File: config.mk
export PLATFORM = sky130hd
export DESIGN_NAME = leaf_egress_buffer
export DESIGN_NICKNAME = d
export VERILOG_FILES = /design/src/rtl/leaf_egress_pkg.sv /design/src/rtl/egress_fifo.sv /design/src/rtl/leaf_egress_buffer.sv
export SDC_FILE = /design/constraint.sdc
export NUM_CORES = 1
export LEC_CHECK = 0
export CAP_MARGIN = 20
export CORE_MARGIN = 3
export CORE_UTILIZATION = 45
export CTS_CLUSTER_DIAMETER = 80
export DETAILED_ROUTE_END_ITERATION = 7
export PLACE_DENSITY = 0.68
export SYNTH_ARGS = -nofsm -noshare
export SYNTH_HDL_FRONTEND = slang
export SYNTH_SLANG_ARGS = --single-unit
File: constraint.sdc
create_clock -name clk -period 6.5 [get_ports clk]
set_input_delay 1.625 -clock clk [delete_from_list [all_inputs] [get_ports clk]]
set_output_delay 1.625 -clock clk [all_outputs]
set_load 0.05 [all_outputs]
File: src/rtl/leaf_egress_pkg.sv
// Shared definitions for the leaf egress buffer: packet field offsets and helpers.
// Latency: n/a (declarations only).
// Backpressure: n/a.
package leaf_egress_pkg;

  // Default packet geometry; the modules take these as parameter defaults.
  localparam int PKT_BITS_DFLT  = 97;
  localparam int LEAF_BITS_DFLT = 6;
  localparam int PORT_BITS_DFLT = 4;

  // Field offsets. The valid flag is the MSB. The leaf field sits directly
  // below it, and the port field sits directly below the leaf field. The leaf
  // and port fields exist for debug visibility only; the buffer never routes on them.
  localparam int VALID_BIT = PKT_BITS_DFLT - 1;
  localparam int LEAF_MSB  = PKT_BITS_DFLT - 2;
  localparam int PORT_MSB  = LEAF_MSB - LEAF_BITS_DFLT;

  // Valid flag of a default-width packet.
  function automatic logic pkt_valid(input logic [PKT_BITS_DFLT-1:0] pkt);
    return pkt[VALID_BIT];
  endfunction

endpackage

File: src/rtl/egress_fifo.sv
// Synchronous FIFO holding egress packets: storage, read/write pointers, occupancy, full flag.
// Latency: a write is visible on rd_data_o from the cycle after the push.
// Backpressure: the caller must not push while full_o=1; a pop on an empty FIFO is ignored.
module egress_fifo
  import leaf_egress_pkg::*;
#(
  parameter int WIDTH = PKT_BITS_DFLT,
  parameter int DEPTH = 4
) (
  input  logic                       clk,
  input  logic                       reset_n,
  input  logic                       push_i,
  input  logic [WIDTH-1:0]           wr_data_i,
  input  logic                       pop_i,
  output logic [WIDTH-1:0]           rd_data_o,
  output logic [$clog2(DEPTH):0]     count_o,
  output logic                       full_o
);

  localparam int PW = $clog2(DEPTH);
  localparam int LW = PW + 1;

  logic [WIDTH-1:0] mem_q [DEPTH];
  logic [PW-1:0]    wr_ptr_q, wr_ptr_d;
  logic [PW-1:0]    rd_ptr_q, rd_ptr_d;
  logic [LW-1:0]    count_q, count_d;
  logic             full_q, full_d;
  logic             do_pop;

  // A pop only takes effect when there is something to pop.
  assign do_pop = pop_i & (count_q != '0);

  // Next-state pointers, occupancy and full flag; the pointers wrap naturally at DEPTH.
  always_comb begin
    wr_ptr_d = wr_ptr_q;
    rd_ptr_d = rd_ptr_q;
    count_d  = count_q;
    if (push_i) begin
      wr_ptr_d = wr_ptr_q + PW'(1);
    end
    if (do_pop) begin
      rd_ptr_d = rd_ptr_q + PW'(1);
    end
    if (push_i && !do_pop) begin
      count_d = count_q + LW'(1);
    end else if (!push_i && do_pop) begin
      count_d = count_q - LW'(1);
    end
    full_d = (count_d == LW'(DEPTH));
  end

  // Control state register with asynchronous clear.
  always_ff @(posedge clk or negedge reset_n) begin
    if (!reset_n) begin
      wr_ptr_q <= '0;
      rd_ptr_q <= '0;
      count_q  <= '0;
      full_q   <= 1'b0;
    end else begin
      wr_ptr_q <= wr_ptr_d;
      rd_ptr_q <= rd_ptr_d;
      count_q  <= count_d;
      full_q   <= full_d;
    end
  end

  // Storage write; contents are not reset because an empty FIFO never exposes them.
  always_ff @(posedge clk) begin
    if (push_i) begin
      mem_q[wr_ptr_q] <= wr_data_i;
    end
  end

  assign rd_data_o = mem_q[rd_ptr_q];
  assign count_o   = count_q;
  assign full_o    = full_q;

endmodule

File: src/rtl/leaf_egress_buffer.sv
// Egress buffer between the leaf flow control and the BFT switch input, with performance counters.
// Latency: a packet pushed into an empty buffer appears on stream_out one cycle later.
// Backpressure: while full, valid input is refused and resend=1; upstream re-presents the packet the next cycle.
module leaf_egress_buffer
  import leaf_egress_pkg::*;
#(
  parameter int PACKET_BITS   = PKT_BITS_DFLT,
  parameter int NUM_LEAF_BITS = LEAF_BITS_DFLT,
  parameter int NUM_PORT_BITS = PORT_BITS_DFLT,
  parameter int DEPTH         = 4,
  parameter int CNT_BITS      = 32
) (
  input  logic                     clk,
  input  logic                     reset_n,
  input  logic [PACKET_BITS-1:0]   stream_in,
  output logic                     resend,
  output logic [PACKET_BITS-1:0]   stream_out,
  input  logic                     sw_accept,
  output logic [CNT_BITS-1:0]      pkt_sent_cnt,
  output logic [CNT_BITS-1:0]      bp_cycle_cnt,
  output logic [$clog2(DEPTH):0]   fifo_level
);

  localparam int LW = $clog2(DEPTH) + 1;

  logic                   in_vld;
  logic                   push;
  logic                   pop;
  logic                   full;
  logic [LW-1:0]          count;
  logic [PACKET_BITS-1:0] head;
  logic [CNT_BITS-1:0]    pkt_sent_q, pkt_sent_d;
  logic [CNT_BITS-1:0]    bp_cnt_q, bp_cnt_d;

  // Only the valid flag is inspected. Resend comes only from the registered full
  // flag, so a pop in a full cycle still refuses the push. The freed slot is
  // usable from the next cycle.
  assign in_vld = stream_in[PACKET_BITS-1];
  assign push   = in_vld & ~full;
  assign pop    = (count != '0) & sw_accept;
  assign resend = in_vld & full;

  egress_fifo #(
    .WIDTH (PACKET_BITS),
    .DEPTH (DEPTH)
  ) u_fifo (
    .clk       (clk),
    .reset_n   (reset_n),
    .push_i    (push),
    .wr_data_i (stream_in),
    .pop_i     (pop),
    .rd_data_o (head),
    .count_o   (count),
    .full_o    (full)
  );

  // Never expose storage while empty; this also hides stale data right after reset.
  assign stream_out = (count != '0) ? head : '0;
  assign fifo_level = count;

  // Saturating next-count for the sent-packet and backpressure-cycle counters.
  always_comb begin
    pkt_sent_d = pkt_sent_q;
    bp_cnt_d   = bp_cnt_q;
    if (pop && (pkt_sent_q != '1)) begin
      pkt_sent_d = pkt_sent_q + CNT_BITS'(1);
    end
    if (resend && (bp_cnt_q != '1)) begin
      bp_cnt_d = bp_cnt_q + CNT_BITS'(1);
    end
  end

  // Counter registers with asynchronous clear.
  always_ff @(posedge clk or negedge reset_n) begin
    if (!reset_n) begin
      pkt_sent_q <= '0;
      bp_cnt_q   <= '0;
    end else begin
      pkt_sent_q <= pkt_sent_d;
      bp_cnt_q   <= bp_cnt_d;
    end
  end

  assign pkt_sent_cnt = pkt_sent_q;
  assign bp_cycle_cnt = bp_cnt_q;

endmodule

==> run metrics, run 1 <==
Min-Delay Path Class reg2reg; clk sinks 460; Distinct cells, synth 46; VDD IR max 380 uV; r2r setup slk 3230 ps; CP Launch Type input port; mean routed wirelength per cell 21.1 um; ys async rst share 15.7%; row cnt 73; most used cell along the critical path clkdlybuf4s50_1; Worst-path clk slew 60 ps; Clock power frac 23.3%; CP Capture Type output pin; RSZ-0062 raised after global routing false; postcts setup bufs 0; r2r endpoint pkt_sent_cnt[19]$_DFFE_PN0P_; CP max FO 7; layout cell share with drive strength beyond 1 15.6%; CP Cell Sequence clkdlybuf4s50_1 -> nand2_1 -> inv_1 -> clkdlybuf4s50_1; status finished, final reports clean; multi-input combinational cell area 4570 um2; register area share after synthesis 73.9%; pre-CTS WS 1400 ps; register bit count reported by yosys 460; Ports 265; Post-Route Skew 14.5 ps; vias in the first global route 10200; Max Fclk 197 MHz; Worst path depth 4; Routed WL 38300 um; Hold-fix buffers, CTS 0; synth top area cells edfxtp_1 (64%), mux4_2 (12%), dfrtp_1 (9.9%); critical path type in2out; initial antenna violation count 3; fill count 3029; synthesized net count 1070; DRT iter0 DRCs 497; post-CTS sizing 0; critical path's largest stage delay 860 ps; Worst Setup SP stream_in[96]; setup_tns 0 ps; Crit path buffers/inverters 3; top-count cell post-synth edfxtp_1; Post-Syn Area 18200 um2; period utilisation layout 78.2%; largest net degree at the start of global routing 73; final hold violations 0; most frequent cells after synthesis edfxtp_1 (388), nor2b_1 (100), mux4_2 (97); synthesized instance count 961; Tot GR Track Use 17.9%; Worst-Margin Slew 990 ps; FF/Latch Area 13500 um2; Area Overhead vs Synth 26.9%; width of the chip 207 um; starting density of the core 45.7%; first-pass GRT wire length 60100 um; GP Congestion 0.816; Yosys warning count 0; root buf cell clkbuf_16; RR Startpoint u_fifo.count_o[0]$_DFF_PN0_; sw frac 38.1%; Max Buffers Root-to-Sink 3; CTS tree done; clk_lat worst skew 570 ps; CP max-delay cell clkdlybuf4s50_1; PortBufs 264; critical path endpoint resend; sequential power share 34.7%; Reg2Reg Depth 8; prevailing post-synth register cell edfxtp_1; Yosys top cell by area edfxtp_1; Core Area 39800 um2; Final nets 1359; Worst Path Arrival 3460 ps; EDFF count, synth 388; antenna viol nets, final 0; H-tree Lvls 2; Setup violations, final 0; fin. max-slew vios 0; Pwr Total 11.6 mW; logic gate share of total power 42.0%; cell family with most CP delay buffers and inverters; drt via density 5.30; HPWL Detailed 23200 um; residual DRC count 0; Leakage 7.83 nW; Max-Cap Viols 0; post-synth top area share 64.0%; pwr dens 503 nW/um2; Psw 4.42 mW; P_int 7.19 mW; syn avg cell area 18.9 um2; GR Overflow Total 0; Num CTS Buffers 49; setup ws final 1420 ps; via count 9627; TritonRoute pass-1 iters 7; die height 207 um; required time worst endpoint 4880 ps; Tmin final 5080 ps; Slew headroom 34.0%; worst hold start pkt_sent_cnt[22]$_DFFE_PN0P_; Die Area 42900 um2
[state kept, by name, indices dropped and copies added, names as in the netlist]
signal           cells
pkt_sent_cnt        32
u_fifo.rd_ptr_q      2
u_fifo.wr_ptr_q      2
u_fifo.mem_q       388
u_fifo.full_o        1
u_fifo.count_o       3
bp_cycle_cnt        32
[logic make-up after synthesis]
family                     after synthesis  synth area share [%]
and+or+nand+nor                        266                  8.61
AOI/OAI and AO/OA                       15                 0.543
DFF                                    460                  73.9
buffers and inverters                   49                  1.11
adders and majority gates                9                 0.619
xor gates and xnor gates                60                  2.89
muxes                                  102                  12.3
[layout make-up]
cell class	instances	share of cell area, %
timing repair buffer	278	12.1
multi-input combinational	452	19.8
tap	525	2.84
sequential	460	58.3
inverter	9	0.146
clock buffer	61	5.59
antenna	1	0.0108
clock inverter	30	1.22
[worst min-delay path by stage]
| stage | depth (start not counted) | slack [ps] | endpoint |
|---|---|---|---|
| floorplan | 2 | 580 | u_fifo.wr_ptr_q[1]$_DFFE_PN0P_ |
| global placement | 1 | 480 | pkt_sent_cnt[14]$_DFFE_PN0P_ |
| detailed placement | 1 | 480 | pkt_sent_cnt[30]$_DFFE_PN0P_ |
| CTS | 1 | 490 | pkt_sent_cnt[30]$_DFFE_PN0P_ |
| global route | 1 | 510 | pkt_sent_cnt[22]$_DFFE_PN0P_ |
| finish | 1 | 490 | pkt_sent_cnt[22]$_DFFE_PN0P_ |
[cells in the final DEF, fill, tap and decap left out, types with 3 or more instances in the layout]
master | synthesis | layout
nor3b_1 | 3 | 3
inv_1 | 9 | 9
bufinv_16 | 0 | 5
or3_1 | 4 | 4
inv_6 | 0 | 3
and4_1 | 6 | 6
nand3_1 | 31 | 31
xor2_1 | 9 | 9
ha_1 | 9 | 8
nor2_1 | 18 | 18
and2_1 | 8 | 4
clkbuf_16 | 0 | 49
o21ai_0 | 6 | 6
nor2b_1 | 100 | 100
edfxtp_1 | 388 | 388
nor4_1 | 8 | 8
and3_1 | 14 | 14
nand4_1 | 25 | 25
dfrtp_1 | 72 | 70
buf_4 | 0 | 9
buf_12 | 0 | 5
clkinv_1 | 0 | 9
clkdlybuf4s50_1 | 0 | 263
xnor2_1 | 51 | 51
clkinv_2 | 0 | 11
nor3_1 | 4 | 4
nor4b_1 | 3 | 3
clkbuf_1 | 26 | 10
and2_4 | 1 | 5
nand2_1 | 30 | 30
mux4_2 | 97 | 97
[layer usage]
metal  part of all wire [%]  routed length, um  GRT usage (%)  up-vias
met3                    5.7               2190           3.95       72
li1                       -                  -              -     4365
met2                     49              18800           29.0      258
met1                     42              16200           24.5     4928
met4                    2.6                991           5.85        4
met5                  0.073                 28              0        -
[power by group through the flow]
stage | combinational, mW | clock, mW | sequential, mW
after global routing | 5.13 | 2.90 | 4.09
after floorplan | 3.28 | 0 | 4.11
after detailed placement | 4.96 | 0 | 4.10
after CTS | 4.98 | 2.78 | 4.04
after global placement | 4.95 | 0 | 4.08
final | 4.88 | 2.71 | 4.03
[per-stage QoR]
| stage | utilization, % | cells | hold WS [ps] | cell area (um2) |
|---|---|---|---|---|
| 2_1_floorplan | - | 961 | 580 | 18200 |
| 4_1_cts | 58.0 | 1815 | 495 | 23100 |
| 5_1_grt | 58.0 | 1816 | 511 | 23100 |
| 6_report | 58.0 | 1816 | 494 | 23100 |
| 3_5_place_dp | 54.0 | 1724 | 482 | 21500 |
| 3_3_place_gp | 54.0 | 1724 | 478 | 21500 |
Note: power is estimated with default switching activity, not from simulation.
==> run 2, diff against run 1 <==
--- a/config.mk
+++ b/config.mk
@@ -10,7 +10,7 @@
 export CORE_UTILIZATION = 45
 export CTS_CLUSTER_DIAMETER = 80
 export DETAILED_ROUTE_END_ITERATION = 7
-export PLACE_DENSITY = 0.68
+export PLACE_DENSITY = 0.71
 export SYNTH_ARGS = -nofsm -noshare
 export SYNTH_HDL_FRONTEND = slang
 export SYNTH_SLANG_ARGS = --single-unit
==> constraint.sdc (replaced) <==
create_clock -name clk -period 4.4 [get_ports clk]
set_input_delay 1.1 -clock clk [delete_from_list [all_inputs] [get_ports clk]]
set_output_delay 1.1 -clock clk [all_outputs]
set_load 0.05 [all_outputs]
==> run 2 against run 1 <==
Net effect: setup slack lost 1200 ps; clock power rose by 50%; sequential cell count unchanged; non-clock buffer count rose by 15; total power is 50% higher; critical path depth did not move; final cell count rose by 0.66%; sequential power up 46%; final area up 1.2%; clock skew increased by 4.4 ps; largest cell class unchanged; critical endpoint is now stream_out[42]; count of clock-buffer cells in the layout down 1; first-iteration DRC count rose by 39%.
==> run metrics, run 2 (same netlist as run 1, synthesis figures left out) <==
PortBufs 264; VDD IR max 558 uV; postcts setup bufs 0; H-tree Lvls 2; root buf cell clkbuf_16; width of the chip 207 um; CP max FO 23; most common cell after layout, fill and taps aside edfxtp_1; mean routed wirelength per cell 21.3 um; pwr dens 745 nW/um2; status finished, final reports clean; DRT iter0 DRCs 690; Leakage 7.96 nW; Min-Delay Path Class reg2reg; row cnt 73; GR Overflow Total 0; cell family with most CP delay buffers and inverters; TritonRoute pass-1 iters 4; Final nets 1373; r2r endpoint pkt_sent_cnt[29]$_DFFE_PN0P_; Layout Cells excl Fill 1828; Reg2Reg Depth 9; antenna viol nets, final 0; period utilisation layout 95.2%; Tmin final 4190 ps; fin util 58.7%; CP Launch Type flip-flop; Ports 265; critical path type reg2out; CP max-delay cell dfrtp_4; Hold-fix buffers, CTS 0; final hold violations 0; clk_lat worst skew 560 ps; r2r setup slk 970 ps; placed insts 1738; layout cell share with drive strength beyond 1 16.5%; vias in the first global route 10200; Routed WL 39000 um; initial antenna violation count 2; Num CTS Buffers 48; Max Buffers Root-to-Sink 3; Worst-Margin Slew 840 ps; max reg flops 388; largest net degree at the start of global routing 46; Setup violations, final 0; setup_tns 0 ps; residual DRC count 0; starting density of the core 45.7%; Area Overhead vs Synth 28.4%; RR Startpoint u_fifo.count_o[0]$_DFF_PN0_; die height 207 um; Max Fclk 239 MHz; Max-Cap Viols 0; fin. max-slew vios 0; drt via density 5.32; RSZ-0062 raised after global routing false; Tot GR Track Use 18.2%; fill count 2996; Largest Register u_fifo.mem_q; Worst path depth 4; CP Cell Sequence buf_12 -> mux4_2 -> nor2b_1 -> clkdlybuf4s50_1; GP Congestion 0.819; Worst Setup SP u_fifo.rd_ptr_q[0]$_DFFE_PN0P_; Worst Path Arrival 3090 ps; CP Capture Type output pin; Pwr Total 17.4 mW; CTS tree done; Core Area 39800 um2; most frequent cells in the layout edfxtp_1 (388), clkdlybuf4s50_1 (262), nor2b_1 (100); Slew headroom 44.0%; critical path endpoint stream_out[42]; Worst-path clk slew 60 ps; Crit path buffers/inverters 2; critical path's largest stage delay 780 ps; HPWL Detailed 25000 um; smallest hold slack 493 ps; Post-Route Skew 19.0 ps; post-CTS sizing 0; clk sinks 460; via count 9717; required time worst endpoint 3300 ps; first-pass GRT wire length 61100 um; Die Area 42900 um2
[run 2: changes by cell type in the layout (fill, tap and decap cells not counted), sizes merged]
| cell | change |
|---|---|
| buf | +16 |
| bufinv | +1 |
| clkbuf | -1 |
| clkdlybuf4s50 | -1 |
| inv | -3 |
[run 2: how the worst min path moves through the flow]
stage | start | endpoint | slack, ps | depth (start not counted)
floorplan | u_fifo.wr_ptr_q[1]$_DFFE_PN0P_ | u_fifo.wr_ptr_q[1]$_DFFE_PN0P_ | 580 | 2
global placement | pkt_sent_cnt[22]$_DFFE_PN0P_ | pkt_sent_cnt[22]$_DFFE_PN0P_ | 480 | 1
detailed placement | pkt_sent_cnt[14]$_DFFE_PN0P_ | pkt_sent_cnt[14]$_DFFE_PN0P_ | 480 | 1
CTS | pkt_sent_cnt[14]$_DFFE_PN0P_ | pkt_sent_cnt[14]$_DFFE_PN0P_ | 490 | 1
global route | pkt_sent_cnt[14]$_DFFE_PN0P_ | pkt_sent_cnt[14]$_DFFE_PN0P_ | 510 | 1
finish | pkt_sent_cnt[14]$_DFFE_PN0P_ | pkt_sent_cnt[14]$_DFFE_PN0P_ | 490 | 1
[run 2: metrics by stage]
step,setup WS (ps),cell area [um2]
2_1_floorplan,192,18200
3_3_place_gp,736,21800
3_5_place_dp,712,21800
4_1_cts,93.6,23400
5_1_grt,24.2,23400
6_report,210,23400
[run 2: final cells by class]
type                            instances  area [um2]  share of cell area [%]
Clock buffer                           60        1300                    5.56
Clock inverter                         28         293                    1.25
Multi-Input combinational cell        452        4570                    19.5
Antenna cell                            1        2.50                  0.0107
Timing Repair Buffer                  293        3060                    13.1
Tap cell                              525         657                    2.81
Sequential cell                       460       13500                    57.6
Inverter                                9        33.8                   0.145
[run 2: routing by layer]
| metal | GRT usage (%) | wire, um | vias up |
|---|---|---|---|
| met5 | 0 | 11 | - |
| met4 | 5.59 | 903 | 2 |
| met3 | 3.83 | 2200 | 59 |
| met2 | 30.2 | 19600 | 266 |
| met1 | 24.5 | 16300 | 4987 |
| li1 | - | - | 4403 |
[run 2: power breakdown]
group	switching, mW	internal (mW)	leakage [nW]
Sequential	0.359	5.53	4.51
Combinational	4.59	2.87	2.67
Clock	1.62	2.44	0.783
Total	6.56	10.8	7.96
==> run 3, diff against run 2 <==
--- a/config.mk
+++ b/config.mk
@@ -7,10 +7,10 @@
 export LEC_CHECK = 0
 export CAP_MARGIN = 20
 export CORE_MARGIN = 3
-export CORE_UTILIZATION = 45
+export CORE_UTILIZATION = 38
 export CTS_CLUSTER_DIAMETER = 80
 export DETAILED_ROUTE_END_ITERATION = 7
-export PLACE_DENSITY = 0.71
 export SYNTH_ARGS = -nofsm -noshare
 export SYNTH_HDL_FRONTEND = slang
 export SYNTH_SLANG_ARGS = --single-unit
+export TNS_END_PERCENT = 30
==> run 3 against run 2 <==
Net effect: combinational power up 1%; final cell count rose by 4.1%; sequential cell count unchanged.
==> run metrics, run 3 (same netlist as run 1, synthesis figures left out) <==
status finished, final reports clean; initial antenna violation count 2; cell family with most CP delay buffers and inverters; VDD IR max 566 uV; width of the chip 225 um; HPWL Detailed 25800 um; via count 9706; clk sinks 460; Worst path depth 4; Max Fclk 241 MHz; fill count 3947; H-tree Lvls 2; Num CTS Buffers 49; Worst-path clk slew 60 ps; FF/Latch Area 13500 um2; Die Area 50600 um2; max reg flops 388; CP max FO 26; Min-Delay Path Class reg2reg; Tot GR Track Use 15.9%; critical path type reg2out; TritonRoute pass-1 iters 4; Max-Cap Viols 0; mean routed wirelength per cell 21.5 um; fin util 49.7%; PortBufs 264; smallest hold slack 492 ps; Layout Cells excl Fill 1903; GP Congestion 0.796; Leakage 7.88 nW; setup_tns 0 ps; CP Cell Sequence buf_4 -> mux4_2 -> nor2b_1 -> clkdlybuf4s50_1; row cnt 79; Largest Register u_fifo.mem_q; CP Capture Type output pin; Routed WL 40900 um; DRT iter0 DRCs 634; CTS tree done; GR Overflow Total 0; residual DRC count 0; Area Overhead vs Synth 28.2%; CP Launch Type flip-flop; Core Area 47000 um2; Tmin final 4140 ps; post-CTS sizing 0; Post-Route Skew 17.3 ps; antenna viol nets, final 0; multi-input combinational cell area 4570 um2; Worst-Margin Slew 694 ps; first-pass GRT wire length 61500 um; most frequent cells in the layout edfxtp_1 (388), clkdlybuf4s50_1 (262), nor2b_1 (100); RSZ-0062 raised after global routing false; largest net degree at the start of global routing 66; die height 225 um; placed insts 1815; Setup violations, final 0; drt via density 5.10; required time worst endpoint 3300 ps; root buf cell clkbuf_16; final hold violations 0; vias in the first global route 10100; Final nets 1370; clk_lat worst skew 570 ps; period utilisation layout 94.1%; layout cell share with drive strength beyond 1 15.7%; starting density of the core 38.8%; critical path's largest stage delay 740 ps; Crit path buffers/inverters 2; Ports 265; CP max-delay cell clkdlybuf4s50_1; Worst Path Arrival 3040 ps; Ant. Diodes 0; pwr dens 739 nW/um2; Reg2Reg Depth 9; most common cell after layout, fill and taps aside edfxtp_1; Max Buffers Root-to-Sink 3; fin. max-slew vios 0; Slew headroom 53.3%; Worst Hold Depth 1
run 3: changes by cell type in the layout (fill, tap and decap cells not counted), moves of 2 or more:
| cell | change |
|---|---|
| buf_12 | -2 |
| buf_4 | -2 |
| bufinv_16 | -2 |
| clkbuf_1 | +3 |
| clkinv_1 | +3 |
| clkinv_2 | -6 |
run 3: path summary, 6_finish.rpt:
kind	end	slack (ps)	startpoint
setup / recovery	stream_out[87]	260	u_fifo.rd_ptr_q[0]$_DFFE_PN0P_
hold / removal	pkt_sent_cnt[22]$_DFFE_PN0P_	490	pkt_sent_cnt[22]$_DFFE_PN0P_
setup reg to reg	pkt_sent_cnt[19]$_DFFE_PN0P_	1050	u_fifo.count_o[1]$_DFF_PN0_
hold reg to reg	pkt_sent_cnt[22]$_DFFE_PN0P_	490	pkt_sent_cnt[22]$_DFFE_PN0P_
max in group asynchronous	bp_cycle_cnt[29]$_DFFE_PN0P_	3060	reset_n
min in group asynchronous	pkt_sent_cnt[30]$_DFFE_PN0P_	510	reset_n
run 3: final cells by class:
class	count	area share, %
Clock inverter	24	0.949
Timing Repair Buffer	289	12.9
Inverter	9	0.145
Tap cell	607	3.25
Clock buffer	62	5.55
Sequential cell	460	57.7
Multi-Input combinational cell	452	19.6
run 3: per-layer routing:
layer / global-route usage [%] / routed length (um) / part of all wire, % / vias up
met1: 21.8 / 17700 / 43 / 5031
met3: 3.47 / 2300 / 5.6 / 58
met2: 25.9 / 20000 / 49 / 229
li1: - / - / - / 4384
met4: 4.61 / 853 / 2.1 / 4
met5: 0 / 18 / 0.044 / -
run 3: per-stage QoR:
stage / power, mW / area, um2 / setup WS (ps)
6_report: 17.2 / 23300 / 258
5_1_grt: 18.0 / 23300 / 82.1
4_1_cts: 17.5 / 23300 / 37.8
3_5_place_dp: 13.5 / 21800 / 661
3_3_place_gp: 13.5 / 21800 / 714
2_1_floorplan: 10.9 / 18200 / 192
run 3: timing repair:
action,in CTS,in global routing
endpoints found under the setup margin,0,31
hold buffers,0,0
buffers inserted,0,1
run 3: report_power, final:
part / leakage (nW) / internal [mW] / total (mW) / switching, mW
Sequential: 4.51 / 5.53 / 5.77 / 0.232
Combinational: 2.64 / 2.82 / 7.57 / 4.75
Clock: 0.732 / 2.30 / 3.91 / 1.60
==> RTL change (settings of run 1) <==
`pkt_sent_q` no longer has a reset.
--- a/src/rtl/leaf_egress_buffer.sv
+++ b/src/rtl/leaf_egress_buffer.sv
@@ -75,8 +75,10 @@
     if (!reset_n) begin
-      pkt_sent_q <= '0;
       bp_cnt_q   <= '0;
     end else begin
-      pkt_sent_q <= pkt_sent_d;
       bp_cnt_q   <= bp_cnt_d;
     end
+  end
+
+  always_ff @(posedge clk) begin
+    pkt_sent_q <= pkt_sent_d;
   end
Behaviour: differs if reset_n is asserted again (counterexample within 4 cycles, from zero or initial values and one cycle with reset_n low); with reset_n held inactive, the same outputs for 4 cycles.
==> RTL change against run 1 <==
  * Wire length fell by 1.6%
  * Synthesized area fell by 0.14%
  * Non-clock buffer count fell by 2
  * Sequential cell count did not move
  * Cell count fell by 2.1%
  * First-iteration DRC count rose by 12%
  * Utilization rose by 0.43 points
  * Cell area fell by 0.64%
  * Clock power fell by 6%
  * Sequential share of layout area rose by 1.1 points
  * Setup slack improved by 0.0030 ns
  * Fmax barely moved
  * Total power fell by 0.53%
  * Critical endpoint is now stream_out[15]
  * Largest power group unchanged
  * Highest routed layer unchanged
==> RTL change: results <==
export IMPL_ff2ff_setup_slack_ns=3.93
export IMPL_drive_gt1_share_pct=15.5
export IMPL_p_leak_nw=7.73
export IMPL_drt_iter0_markers=557
export IMPL_gp_congestion=0.812
export IMPL_critPathLaunch="u_fifo.rd_ptr_q[0]$_DFFE_PN0P_"
export IMPL_met1_length_mm=15.8
export IMPL_yosysUniqueCellTypes=40
export IMPL_synthAdderAreaFrac_pct=0.620
export IMPL_synth_mux_area_share_pct=12.1
export IMPL_ys_seq_area_share_pct=74.9
export IMPL_dp_cells=1693
export IMPL_synth_edf_count=420
export IMPL_dpl_instance_area_sq_um=21500
export IMPL_grt_total_usage_pct=17.7
export IMPL_crit_end="stream_out[15]"
export IMPL_nets=1333
export IMPL_rr_worst_depth=3
export IMPL_avgViaCountPerCell=5.31
export IMPL_final_period_utilization_pct=78.2
export IMPL_fillers=3014
export IMPL_synthCells=935
export IMPL_antenna_cells=0
export IMPL_grt_pass1_vias=10085
export IMPL_ys_top_cells_by_area="edfxtp_1 69%, mux4_2 12%, dfrtp_1 5.5%"
export IMPL_dr_total_vias=9444
export IMPL_vdd_drop_max_v=0.000293
export IMPL_synth_compound_area_share_pct=0.296
export IMPL_grt_max_degree=58
export IMPL_wl_mm=37.7
export IMPL_synth_xor_area_share_pct=3.08
export IMPL_dp_hpwl_mm=22.9
export IMPL_drtPass1Iterations=4
export IMPL_dr_wl_met2_mm=18.3
export IMPL_worstReg2RegStart="u_fifo.full_o$_DFF_PN0_"
export IMPL_synth_main_ff_cell="edfxtp_1"
export IMPL_whs_ns=0.501
export IMPL_min_path_type="reg -> reg"
export IMPL_status="completed"
export IMPL_path_max_fanout=37
RTL change: cell type report:
class | instances | area [sq um] | area share (%)
Sequential cell | 460 | 13600 | 59.3
Clock inverter | 26 | 203 | 0.883
Multi-Input combinational cell | 426 | 4390 | 19.1
Tap cell | 518 | 648 | 2.82
Clock buffer | 59 | 1250 | 5.46
Timing Repair Buffer | 276 | 2790 | 12.2
Inverter | 13 | 48.8 | 0.213
RTL change: layer usage:
layer | GRT usage (%) | vias to the layer above
li1 | - | 4262
met3 | 5.72 | 57
met4 | 4.29 | 6
met1 | 23.6 | 4862
met2 | 28.7 | 257
met5 | 0 | -
RTL change: worst min path at each step:
stage                                   start                             end  depth (start not counted)
2_1_floorplan  u_fifo.wr_ptr_q[1]$_DFFE_PN0P_  u_fifo.wr_ptr_q[1]$_DFFE_PN0P_                          2
3_5_place_dp     bp_cycle_cnt[20]$_DFFE_PN0P_    bp_cycle_cnt[20]$_DFFE_PN0P_                          1
5_1_grt          bp_cycle_cnt[20]$_DFFE_PN0P_    bp_cycle_cnt[20]$_DFFE_PN0P_                          1
3_3_place_gp     bp_cycle_cnt[20]$_DFFE_PN0P_    bp_cycle_cnt[20]$_DFFE_PN0P_                          1
6_report         bp_cycle_cnt[20]$_DFFE_PN0P_    bp_cycle_cnt[20]$_DFFE_PN0P_                          1
4_1_cts          bp_cycle_cnt[20]$_DFFE_PN0P_    bp_cycle_cnt[20]$_DFFE_PN0P_                          1
RTL change: critical path, cell delays in order (launching register included):
cell and delay [ns]:
dfrtp_4 0.95, buf_4 0.48, mux4_2 0.54, nor2b_1 0.15
clkdlybuf4s50_1 0.73
RTL change: power by group:
| group | switching (mW) | internal, mW |
|---|---|---|
| logic | 3.04 | 1.85 |
| clock network | 1.09 | 1.45 |
| registers | 0.309 | 3.82 |
